**src/rtl/sd_sector_arbiter.sv**
```systemverilog
// sd_sector_arbiter
//   Shares one sd_controller between NUM_CLIENTS requesters (0 = track store, 1 = track load,
//   2 = mix load). Grants whole 512-byte sectors round-robin and never splits a sector between
//   clients. A watchdog aborts a transfer when the card stops producing byte strobes.
// Ports
//   clk, rst                 system clock, synchronous active-high reset
//   cli_req/we/addr/wdata    per-client request level, direction, sector address, next write byte
//   cli_gnt                  one-hot grant, high from grant until cli_done/cli_err
//   cli_done, cli_err        1-cycle completion / watchdog-abort pulses
//   cli_wstrobe              1-cycle pulse: current write byte consumed
//   rdata, rvalid            read byte and per-client 1-cycle valid pulse
//   sd_*                     sd_controller handshake, address and data
module sd_sector_arbiter #(
  parameter int unsigned NUM_CLIENTS    = 3,
  parameter int unsigned TIMEOUT_CYCLES = 2000000
) (
  input  logic                        clk,
  input  logic                        rst,
  input  logic [NUM_CLIENTS-1:0]      cli_req,
  input  logic [NUM_CLIENTS-1:0]      cli_we,
  input  logic [NUM_CLIENTS-1:0][31:0] cli_addr,
  input  logic [NUM_CLIENTS-1:0][7:0] cli_wdata,
  output logic [NUM_CLIENTS-1:0]      cli_gnt,
  output logic [NUM_CLIENTS-1:0]      cli_done,
  output logic [NUM_CLIENTS-1:0]      cli_err,
  output logic [NUM_CLIENTS-1:0]      cli_wstrobe,
  output logic [7:0]                  rdata,
  output logic [NUM_CLIENTS-1:0]      rvalid,
  input  logic                        sd_ready,
  input  logic                        sd_byte_available,
  input  logic                        sd_ready_for_next_byte,
  input  logic [7:0]                  sd_dout,
  output logic                        sd_rd,
  output logic                        sd_wr,
  output logic [31:0]                 sd_addr,
  output logic [7:0]                  sd_din
);

  localparam int unsigned IdxW = (NUM_CLIENTS > 1) ? $clog2(NUM_CLIENTS) : 1;

  typedef enum logic [1:0] {StIdle, StIssue, StXfer, StFinish} state_e;

  state_e          state_q;
  logic [IdxW-1:0] rr_ptr_q;
  logic [IdxW-1:0] gid_q;
  logic            we_q;
  logic [8:0]      byte_cnt_q;
  logic [31:0]     wd_cnt_q;
  logic            avail_prev_q;
  logic            rfnb_prev_q;

  logic            pick_valid;
  logic [IdxW-1:0] pick_idx;
  logic [IdxW-1:0] rr_next;
  logic            byte_ev;
  logic            wd_expired;
  int unsigned     cand;

  // Round-robin search: first requester at or after rr_ptr, wrapping cyclically.
  always_comb begin
    pick_valid = 1'b0;
    pick_idx   = '0;
    cand       = 0;
    for (int unsigned i = 0; i < NUM_CLIENTS; i++) begin
      cand = int'(rr_ptr_q) + i;
      if (cand >= NUM_CLIENTS) cand = cand - NUM_CLIENTS;
      if (!pick_valid && cli_req[IdxW'(cand)]) begin
        pick_valid = 1'b1;
        pick_idx   = IdxW'(cand);
      end
    end
  end

  always_comb begin
    rr_next    = (gid_q == IdxW'(NUM_CLIENTS - 1)) ? '0 : gid_q + 1'b1;
    // Only the strobe matching the current direction counts as a byte event.
    byte_ev    = we_q ? (sd_ready_for_next_byte & ~rfnb_prev_q)
                      : (sd_byte_available & ~avail_prev_q);
    wd_expired = (wd_cnt_q == 32'(TIMEOUT_CYCLES - 1));
  end

  // Write data comes straight from the granted client's FIFO head.
  assign sd_din = cli_wdata[gid_q];

  always_ff @(posedge clk) begin
    if (rst) begin
      state_q      <= StIdle;
      rr_ptr_q     <= '0;
      gid_q        <= '0;
      we_q         <= 1'b0;
      byte_cnt_q   <= '0;
      wd_cnt_q     <= '0;
      avail_prev_q <= 1'b0;
      rfnb_prev_q  <= 1'b0;
      cli_gnt      <= '0;
      cli_done     <= '0;
      cli_err      <= '0;
      cli_wstrobe  <= '0;
      rvalid       <= '0;
      rdata        <= '0;
      sd_rd        <= 1'b0;
      sd_wr        <= 1'b0;
      sd_addr      <= '0;
    end else begin
      avail_prev_q <= sd_byte_available;
      rfnb_prev_q  <= sd_ready_for_next_byte;
      cli_done     <= '0;
      cli_err      <= '0;
      cli_wstrobe  <= '0;
      rvalid       <= '0;

      unique case (state_q)
        StIdle: begin
          if (pick_valid && sd_ready) begin
            gid_q             <= pick_idx;
            we_q              <= cli_we[pick_idx];
            sd_addr           <= {cli_addr[pick_idx][31:9], 9'b0};
            cli_gnt           <= '0;
            cli_gnt[pick_idx] <= 1'b1;
            sd_rd             <= ~cli_we[pick_idx];
            sd_wr             <= cli_we[pick_idx];
            wd_cnt_q          <= '0;
            state_q           <= StIssue;
          end
        end

        StIssue: begin
          if (wd_expired) begin
            sd_rd          <= 1'b0;
            sd_wr          <= 1'b0;
            cli_err[gid_q] <= 1'b1;
            cli_gnt        <= '0;
            rr_ptr_q       <= rr_next;
            byte_cnt_q     <= '0;
            state_q        <= StIdle;
          end else begin
            wd_cnt_q <= wd_cnt_q + 1'b1;
            if (!sd_ready) state_q <= StXfer;
          end
        end

        StXfer: begin
          if (byte_ev) begin
            wd_cnt_q   <= '0;
            byte_cnt_q <= byte_cnt_q + 1'b1;
            if (we_q) begin
              cli_wstrobe[gid_q] <= 1'b1;
            end else begin
              rdata         <= sd_dout;
              rvalid[gid_q] <= 1'b1;
            end
            if (byte_cnt_q == 9'd511) begin
              sd_rd   <= 1'b0;
              sd_wr   <= 1'b0;
              state_q <= StFinish;
            end
          end else if (wd_expired) begin
            sd_rd          <= 1'b0;
            sd_wr          <= 1'b0;
            cli_err[gid_q] <= 1'b1;
            cli_gnt        <= '0;
            rr_ptr_q       <= rr_next;
            byte_cnt_q     <= '0;
            state_q        <= StIdle;
          end else begin
            wd_cnt_q <= wd_cnt_q + 1'b1;
          end
        end

        StFinish: begin
          cli_done[gid_q] <= 1'b1;
          cli_gnt         <= '0;
          rr_ptr_q        <= rr_next;
          byte_cnt_q      <= '0;
          state_q         <= StIdle;
        end

        default: state_q <= StIdle;
      endcase
    end
  end

endmodule
```
**config.mk**
```make
export PLATFORM = sky130hd
export DESIGN_NAME = sd_sector_arbiter
export DESIGN_NICKNAME = d
export VERILOG_FILES = /design/src/rtl/sd_sector_arbiter.sv
export SDC_FILE = /design/constraint.sdc
export NUM_CORES = 1
export LEC_CHECK = 0
export ABC_CLOCK_PERIOD_IN_PS = 4120
export CAP_MARGIN = 20
export CELL_PAD_IN_SITES_DETAIL_PLACEMENT = 1
export CELL_PAD_IN_SITES_GLOBAL_PLACEMENT = 2
export CORE_MARGIN = 4
export CORE_UTILIZATION = 28
export CTS_CLUSTER_SIZE = 16
export DETAILED_ROUTE_END_ITERATION = 12
export PLACE_DENSITY_LB_ADDON = 0.15
export RECOVER_POWER = 25
export SKIP_LAST_GASP = 1
export SYNTH_ARGS = -nofsm -noshare
export SYNTH_HDL_FRONTEND = slang
export SYNTH_SLANG_ARGS = --single-unit
```
**constraint.sdc**
```tcl
create_clock -name clk -period 4.12 [get_ports clk]
set_input_delay 0.824 -clock clk [delete_from_list [all_inputs] [get_ports clk]]
set_output_delay 0.824 -clock clk [all_outputs]
set_load 0.005 [all_outputs]
```
==> impl_metrics.toml, run 1 <==
[detailed_routing]
drtIter0Drc = 179
drc = 0
vias = 5702
ant_nets = 0
routed_via_density = 5.250
routed_wl_mm = 19.61
wl_per_cell_um = 18.05
drtPass1Iterations = 6

[critical_path]
max_stage_delay_ps = 710
cp_slowest_cell = "clkdlybuf4s50_1"
arrival_ps = 3350
end_kind = "flip-flop"
cp_cell_sequence = "clkdlybuf4s50_1 > nand2_1 > o21ai_0 > or2_2 > a21boi_0 > a311oi_1 > o32ai_1"
path_max_fanout = 45
critPathKind = "in2reg"
startpoint_type = "input port"
required_ps = 4340

[floorplan]
initial_core_util_pct = 28.90
die-area_um2 = 22700
rows = 51
io_pins = 204
dieWidth_um = 150.7
core_um2 = 19720
die_y_um = 150.7

[clock_network]
clockRootBuffer = "clkbuf_16"
clock_latency_ps = 360
numClockSinks = 98
cts_tree = "built"
cts_made_buffers = 9
cts_hold_buf = 0
htree_num_levels = 3
post-cts-setup-buffer-count = 0
path_clk_slew_ps = 70
post_cts_resized = 0
cts_buffer_depth = 2

[sta]
rsz0062_at_grt = "false"
fin_crit_ps = 3128
hold_violations = 0
slew-limit-headroom_pct = -57.66
period_share_pct = 75.92
setup_ws_ps = 992.0
slew_viol_final = 52
setup_violations = 0
worstMarginPinSlew_ps = 2365
skew_ps = 11.33
setup_tns_ps = 0
max_freq_mhz = 319.7

[place]
dp_cells = 1070
hpwl_mm = 14.45
port_buffers = 167
place.gp.congestion = 0.7830
preCtsSetupSlack_ps = 628.3

[yosys]
ys_ff_latch = 98
synth_cell_type_count = 76
syn_avg_cell_area_um2 = 8.406
synth_edf_count = 0
syn_inst = 678
synth_area_um2 = 5699
synth_ff_type = "dfxtp_1"
ys_seq_area_share_pct = 34.42
yosysWarnings = 0
synthArstFlopShare_pct = 0

[global_route]
grt_first_pass_wirelength_mm = 31.59
grt_max_degree = 52
first_global_vias = 6107
antenna_found_initial = 0
gr-total-overflow = 0
grt_usage_pct = 17.00

[final_layout]
fill_cells = 2307
regArea_um2 = 1962
fin_util_pct = 39.76
drive_above_1_share_pct = 6.577
multiInputGateArea_um2 = 3413
diodes = 0
fin_nets = 966
area_growth_syn_to_layout_pct = 37.54
instances_no_fill = 1086

[power]
p_per_area_nw_per_um2 = 327.4
p_leak_nw = 2.760
vdd_drop_max_v = 0.0001827

[run]
drv_cap = 1

[min_path]
hp-class = "reg2reg"

[outcome]
violations = "max-capacitance violations, max-slew violations"
outcome = "finished, violations left"
-- stage by stage --
| stage | power (mW) | instance area, um^2 | hold slack, ps |
|---|---|---|---|
| final | 2.566 | 7839 | 483.7 |
| after global routing | 2.703 | 7839 | 520.3 |
| after CTS | 2.614 | 7840 | 490.5 |
| after detailed placement | 1.648 | 7512 | 473.4 |
| after global placement | 1.634 | 7512 | 470.7 |
| after floorplan | 1.367 | 5729 | 449.0 |
-- cells in the mapped netlist, types with 16 or more instances --
library cell / number / area share, %
dfxtp_1: 98 / 34
nor2_1: 78 / 5.1
nand2_1: 36 / 2.4
nand2b_1: 35 / 3.8
a21oi_1: 30 / 2.6
clkbuf_1: 30 / 2.0
mux2i_1: 30 / 5.3
o21ai_0: 29 / 2.5
a21boi_0: 25 / 3.3
a311oi_1: 24 / 3.7
o32ai_1: 24 / 3.7
nor3_1: 23 / 2.0
buf_2: 16 / 1.4
nand3_1: 16 / 1.4
-- final cells by class --
class | instances | area share [%]
Clock buffer | 10 | 3.049
Multi-Input combinational cell | 516 | 43.54
Sequential cell | 98 | 25.03
Timing Repair Buffer | 180 | 22.49
Clock inverter | 6 | 1.133
Tap cell | 265 | 4.230
Inverter | 11 | 0.5267
-- layout by cell type, fill, tap and decap left out, types with 11 or more instances in the layout --
cell type,count
and3_1,11
a21boi_0,25
inv_1,11
nand3_1,16
dlygate4sd3_1,23
clkdlybuf4s50_1,143
nor3_1,23
nand2b_1,35
ha_1,11
a31oi_1,11
mux2i_1,30
o32ai_1,24
dfxtp_1,98
buf_4,13
a21oi_1,30
nand2_1,36
nor2_1,78
a311oi_1,24
o21ai_0,29
-- routing by layer --
metal | track usage (%) | vias to the layer above | routed length, um
met5 | 0 | - | 0
met4 | 3.490 | 0 | 214
met3 | 5.087 | 14 | 1287
met2 | 29.63 | 131 | 9573
met1 | 20.80 | 2781 | 8531
li1 | - | 2776 | -
-- state kept, by name, indices dropped and copies added (netlist names), 2 cells and up --
name,cells
cli_done,3
cli_wstrobe,3
rr_ptr_q,2
byte_cnt_q,9
cli_gnt,3
sd_addr,23
rdata,8
gid_q,2
state_q,2
cli_err,3
wd_cnt_q,32
rvalid,3
-- cells by family after synthesis --
family | after synthesis | synth area share (%)
fa+ha+maj | 11 | 2.415
compound gates | 197 | 25.84
flops | 98 | 34.42
simple gates | 262 | 24.48
other cells | 1 | 0.06580
buf+inv | 72 | 6.432
mux | 30 | 5.269
xor+xnor | 7 | 1.076
-- worst max-delay path, delay by kind of cell --
kind                   cells  cell delay (ps)
AOI/OAI and AO/OA          4              990
buffers and inverters      1              710
and+or+nand+nor            2              800
-- worst paths after layout --
check                    from            to  slack [ps]  cells past startpoint
setup / recovery   cli_req[1]    sd_addr[9]         990                      7
hold reg to reg         sd_wr         sd_wr         480                      2
hold / removal          sd_wr         sd_wr         480                      2
setup reg to reg  rr_ptr_q[0]  wd_cnt_q[21]        1160                      9
-- power breakdown --
group | internal (mW) | switching [mW]
combinational | 0.303 | 0.293
sequential | 0.992 | 0.0312
clock | 0.551 | 0.397
total | 1.85 | 0.721
Note: power is estimated with default switching activity, not from simulation.
==> run 2: changes to the inputs <==
--- a/config.mk
+++ b/config.mk
@@ -5,12 +5,12 @@
 export SDC_FILE = /design/constraint.sdc
 export NUM_CORES = 1
 export LEC_CHECK = 0
-export ABC_CLOCK_PERIOD_IN_PS = 4120
+export ABC_CLOCK_PERIOD_IN_PS = 2800
 export CAP_MARGIN = 20
 export CELL_PAD_IN_SITES_DETAIL_PLACEMENT = 1
 export CELL_PAD_IN_SITES_GLOBAL_PLACEMENT = 2
 export CORE_MARGIN = 4
-export CORE_UTILIZATION = 28
+export CORE_UTILIZATION = 23
 export CTS_CLUSTER_SIZE = 16
 export DETAILED_ROUTE_END_ITERATION = 12
 export PLACE_DENSITY_LB_ADDON = 0.15
==> constraint.sdc (replaced) <==
create_clock -name clk -period 2.8 [get_ports clk]
set_input_delay 0.56 -clock clk [delete_from_list [all_inputs] [get_ports clk]]
set_output_delay 0.56 -clock clk [all_outputs]
set_load 0.005 [all_outputs]
==> run 2 against run 1 <==
Clock power rose by 37%. Sequential share of layout area is 1.3 points lower. Register-to-register slack worse by 980 ps. The run now ends clean. Routed wire length up 4.3%. Setup slack worse by 810 ps. Design area rose by 5.5%. Via count up 2.7%. Final cell count increased by 8.8%.
==> impl_metrics.toml, run 2 (synthesis results as in run 1) <==
[global_route]
grt_first_pass_wirelength_mm = 32.19
first_global_vias = 6203
grt_max_degree = 47
grt_usage_pct = 14.57
antenna_found_initial = 0
gr-total-overflow = 0

[critical_path]
worst_r2r_path_depth = 9
path_max_fanout = 7
timing.rr.start = "rr_ptr_q[0]"
critPathKind = "reg2reg"
startpoint_type = "flip-flop"
crit_start = "rr_ptr_q[0]"
cp_cell_sequence = "inv_1 > ha_2 > mux2i_1 > o22ai_1 > o31ai_4 > buf_4 > a211oi_1 > or2_1 > a311oi_2"
arrival_ps = 2890
max_stage_delay_ps = 400
cp_slowest_cell = "ha_2"
end_kind = "flip-flop"
required_ps = 3070

[detailed_routing]
met3_length_mm = 1.139
ant_nets = 0
wl_met2_mm = 10.15
drtPass1Iterations = 4
drtIter0Drc = 224
vias = 5856
wl_per_cell_um = 17.31
wl_met1_mm = 8.839
maxUsedRoutingLayer = "met4"
routed_via_density = 4.954
routed_wl_mm = 20.46
drc = 0

[place]
hpwl_mm = 15.46
port_buffers = 167
place.gp.congestion = 0.7449
dpl_cell_area_um2 = 7950
dp_cells = 1166
preCtsSetupSlack_ps = -100.3

[final_layout]
layout_commonest_cell = "clkdlybuf4s50_1"
largest-register = "wd_cnt_q"
diodes = 0
instances_no_fill = 1182
largest_reg_flops = 32
top_regs = "wd_cnt_q (32), sd_addr (23), byte_cnt_q (9)"
design_area_um2 = 8270
area_growth_syn_to_layout_pct = 45.12
drive_above_1_share_pct = 11.19
fin_nets = 1003
final_cell_mix = "clkdlybuf4s50_1 (166), dfxtp_1 (98), nor2_1 (78), buf_4 (44), nand2_1 (36)"

[sta]
period_share_pct = 93.42
setup_violations = 0
rsz0062_at_grt = "true"
fin_crit_ps = 2616
hold_violations = 0
slew-limit-headroom_pct = 53.48
setup_ws_ps = 184.4
skew_ps = 12.93
slew_viol_final = 0
max_freq_mhz = 382.3
holdWs_ps = 486.3
worstMarginPinSlew_ps = 693.2

[floorplan]
initial_core_util_pct = 23.43
dieWidth_um = 165.4
die_y_um = 165.4
die-area_um2 = 27360
io_pins = 204
core_um2 = 24320
rows = 57

[clock_network]
cts_made_buffers = 9
htree_num_levels = 3
clockRootBuffer = "clkbuf_16"
cts_tree = "built"
cts_buffer_depth = 2
path_clk_slew_ps = 80
numClockSinks = 98
clock_latency_ps = 360

[power]
vdd_drop_max_v = 0.0003092
power.total_mw = 3.791
p_per_area_nw_per_um2 = 458.4
p_leak_nw = 2.891

[min_path]
min_path_cells = 2
hold_path.startpoint = "sd_rd"
hp-class = "reg2reg"

[run]
drv_cap = 0

[outcome]
outcome = "finished, final reports clean"
## run 2: changes by cell type in the layout (fill, tap and decap cells not counted), sizes merged
cell           change
clkdlybuf4s50     +23
inv                +3
dlygate4sd3       -23
bufinv             -2
buf               +38
clkbuf             -2
clkinv             +2
clkinvlp           -2
## run 2: critical path: cells and delay by family, from the launching register on
kind | cells | cell delay (ps)
compound gates | 4 | 900
fa+ha+maj | 1 | 400
buf+inv | 2 | 240
flops | 1 | 390
mux | 1 | 250
simple gates | 1 | 360
## run 2: metal layers
metal  vias to the layer above  global-route usage (%)
met2                       127                   25.89
li1                       2857                       -
met1                      2855                   17.43
met5                         -                       0
met4                         0                   3.825
met3                        17                   3.773
## run 2: final timing paths
kind,slack [ps],end
max,180,wd_cnt_q[13]
min,490,sd_rd
max reg2reg,180,wd_cnt_q[13]
min reg2reg,490,sd_rd
## run 2: final cells by class
class	count	area [um^2]
fill	2845	16050
clock inverter	7	81.33
timing repair buffer	217	2117
multi-input combinational	516	3438
clock buffer	9	225.2
sequential	98	1962
tap	324	405.4
inverter	11	41.29
## run 2: through the flow
step / util, % / setup TNS, ps
4_1_cts: 33.95 / 0
3_3_place_gp: 32.69 / -265.2
3_5_place_dp: 32.69 / -1779
2_1_floorplan: - / 0
5_1_grt: 34.01 / -3.430
6_report: 34.01 / 0
## run 2: power breakdown
part | switching [mW] | leakage [nW] | internal (mW)
clock | 0.661 | 0.150 | 0.641
combinational | 0.462 | 1.95 | 0.522
sequential | 0.0463 | 0.794 | 1.46
total | 1.17 | 2.89 | 2.62
## run 2: repair_timing
action	CTS	global route
setup endpoints to repair	0	29
hold buffers	0	0
gates resized for setup	0	4
buffers inserted	0	0
==> run 3: changes to the inputs <==
--- a/config.mk
+++ b/config.mk
@@ -11,9 +11,10 @@
 export CELL_PAD_IN_SITES_GLOBAL_PLACEMENT = 2
 export CORE_MARGIN = 4
 export CORE_UTILIZATION = 23
+export CTS_CLUSTER_DIAMETER = 150
 export CTS_CLUSTER_SIZE = 16
 export DETAILED_ROUTE_END_ITERATION = 12
-export PLACE_DENSITY_LB_ADDON = 0.15
+export PLACE_DENSITY = 0.75
 export RECOVER_POWER = 25
 export SKIP_LAST_GASP = 1
 export SYNTH_ARGS = -nofsm -noshare
==> run 3 against run 2 <==
Maximum frequency shrank 1.2%. Sequential power barely moved. Critical path depth up 3. Non-clock buffer count up 1. Via count fell by 1.8%. Global-route usage down 0.66 points. Utilization grew 0.11 points. Sequential share of layout area shrank 0.064 points. Final cell count hardly changed. Clock skew increased by 4.9 ps.
==> impl_metrics.toml, run 3 (synthesis results as in run 1) <==
[critical_path]
critPathKind = "reg2reg"
end_kind = "flip-flop"
required_ps = 3040
startpoint_type = "flip-flop"
crit_start = "rr_ptr_q[0]"
timing.rr.start = "rr_ptr_q[0]"
r2r_end = "sd_addr[11]"
arrival_ps = 2890
ff2ff_setup_slack_ps = 150
worst_r2r_path_depth = 12
path_max_fanout = 22

[place]
port_buffers = 167
dp_cells = 1166
hpwl_mm = 14.62
place.gp.congestion = 0.7819
preCtsSetupSlack_ps = -44.45
dpl_cell_area_um2 = 7976

[clock_network]
post-cts-setup-buffer-count = 0
cts_hold_buf = 0
cts_made_buffers = 9
clockRootBuffer = "clkbuf_16"
path_clk_slew_ps = 80
htree_num_levels = 3
clock_latency_ps = 370
post_cts_resized = 0
cts_tree = "built"
numClockSinks = 98
cts_buffer_depth = 2

[detailed_routing]
ant_nets = 0
routed_wl_mm = 19.63
routed_via_density = 4.863
drc = 0
wl_per_cell_um = 16.59
drtPass1Iterations = 4
drtIter0Drc = 205
vias = 5753

[final_layout]
area_growth_syn_to_layout_pct = 45.60
layout_commonest_cell = "clkdlybuf4s50_1"
final_cell_mix = "clkdlybuf4s50_1 (141), dfxtp_1 (97), nor2_1 (78), buf_4 (39), nand2_1 (36)"
largest_reg_flops = 32
diodes = 0
fin_nets = 1004
top_regs = "wd_cnt_q (32), sd_addr (23), byte_cnt_q (9)"
design_area_um2 = 8298
fin_util_pct = 34.12
drive_above_1_share_pct = 10.71
instances_no_fill = 1183
largest-register = "wd_cnt_q"

[floorplan]
die-area_um2 = 27360
initial_core_util_pct = 23.43
dieWidth_um = 165.4
rows = 57
die_y_um = 165.4
io_pins = 204
core_um2 = 24320

[sta]
worstMarginPinSlew_ps = 1295
hold_violations = 0
slew-limit-headroom_pct = 13.64
period_share_pct = 94.59
fin_crit_ps = 2648
slew_viol_final = 0
skew_ps = 17.82
max_freq_mhz = 377.6
setup_ws_ps = 151.6
setup_violations = 0

[min_path]
hold_path_end = "sd_rd"
hold_path.startpoint = "sd_rd"
min_path_cells = 2
hp-class = "reg2reg"

[power]
p_leak_nw = 2.968
power.total_mw = 3.749
p_per_area_nw_per_um2 = 451.8
vdd_drop_max_v = 0.0002372

[global_route]
grt_max_degree = 45
grt_usage_pct = 13.91
gr-total-overflow = 0
grt_first_pass_wirelength_mm = 30.59
first_global_vias = 5755
antenna_found_initial = 0

[outcome]
outcome = "finished, final reports clean"

[run]
drv_cap = 0
[run 3: area by class of cell]
cell class | instances | area [um^2]
clock buffers | 9 | 225.2
clock inverters | 7 | 65.06
fillers | 2812 | 16020
inverters | 11 | 41.29
multi-input cells | 516 | 3427
flip-flops and latches | 98 | 1963
well taps | 324 | 405.4
repair buffers | 218 | 2171
[run 3: routing by layer]
metal | share of wire, % | up-vias | global-route usage [%]
met5 | 0 | - | 0
met4 | 1.6 | 0 | 3.262
met3 | 5.2 | 21 | 4.145
met2 | 48 | 103 | 22.98
met1 | 45 | 2772 | 17.88
li1 | - | 2857 | -
[run 3: where the power goes]
group | total, mW | internal, mW | switching [mW]
Clock | 1.28 | 0.630 | 0.650
Combinational | 0.961 | 0.516 | 0.445
Sequential | 1.51 | 1.46 | 0.0486
Total | 3.75 | 2.61 | 1.14
[run 3: worst max-delay path: stages (launching register included)]
cell,delay [ps]
dfxtp_2,370
inv_1,60
ha_1,320
buf_4,180
nor3b_1,200
buf_4,150
a21oi_1,70
o2111ai_4,320
buf_12,200
buf_4,120
a21boi_0,60
a311oi_1,320
o32ai_1,140
[run 3: per-stage QoR]
step	hold slack, ps	setup TNS (ps)
6_report	481.6	0
4_1_cts	485.2	0
5_1_grt	514.4	-8.695
3_5_place_dp	475.6	-189.7
3_3_place_gp	470.0	-27.93
2_1_floorplan	449.0	0
[run 3: worst max path at each step]
stage          slack [ps]            to  cells after the start
2_1_floorplan         400  wd_cnt_q[13]                     10
3_3_place_gp          -20    sd_addr[9]                     10
3_5_place_dp          -40    sd_addr[9]                     10
4_1_cts               130  wd_cnt_q[13]                     11
5_1_grt                -9   sd_addr[11]                     12
6_report              150   sd_addr[11]                     12
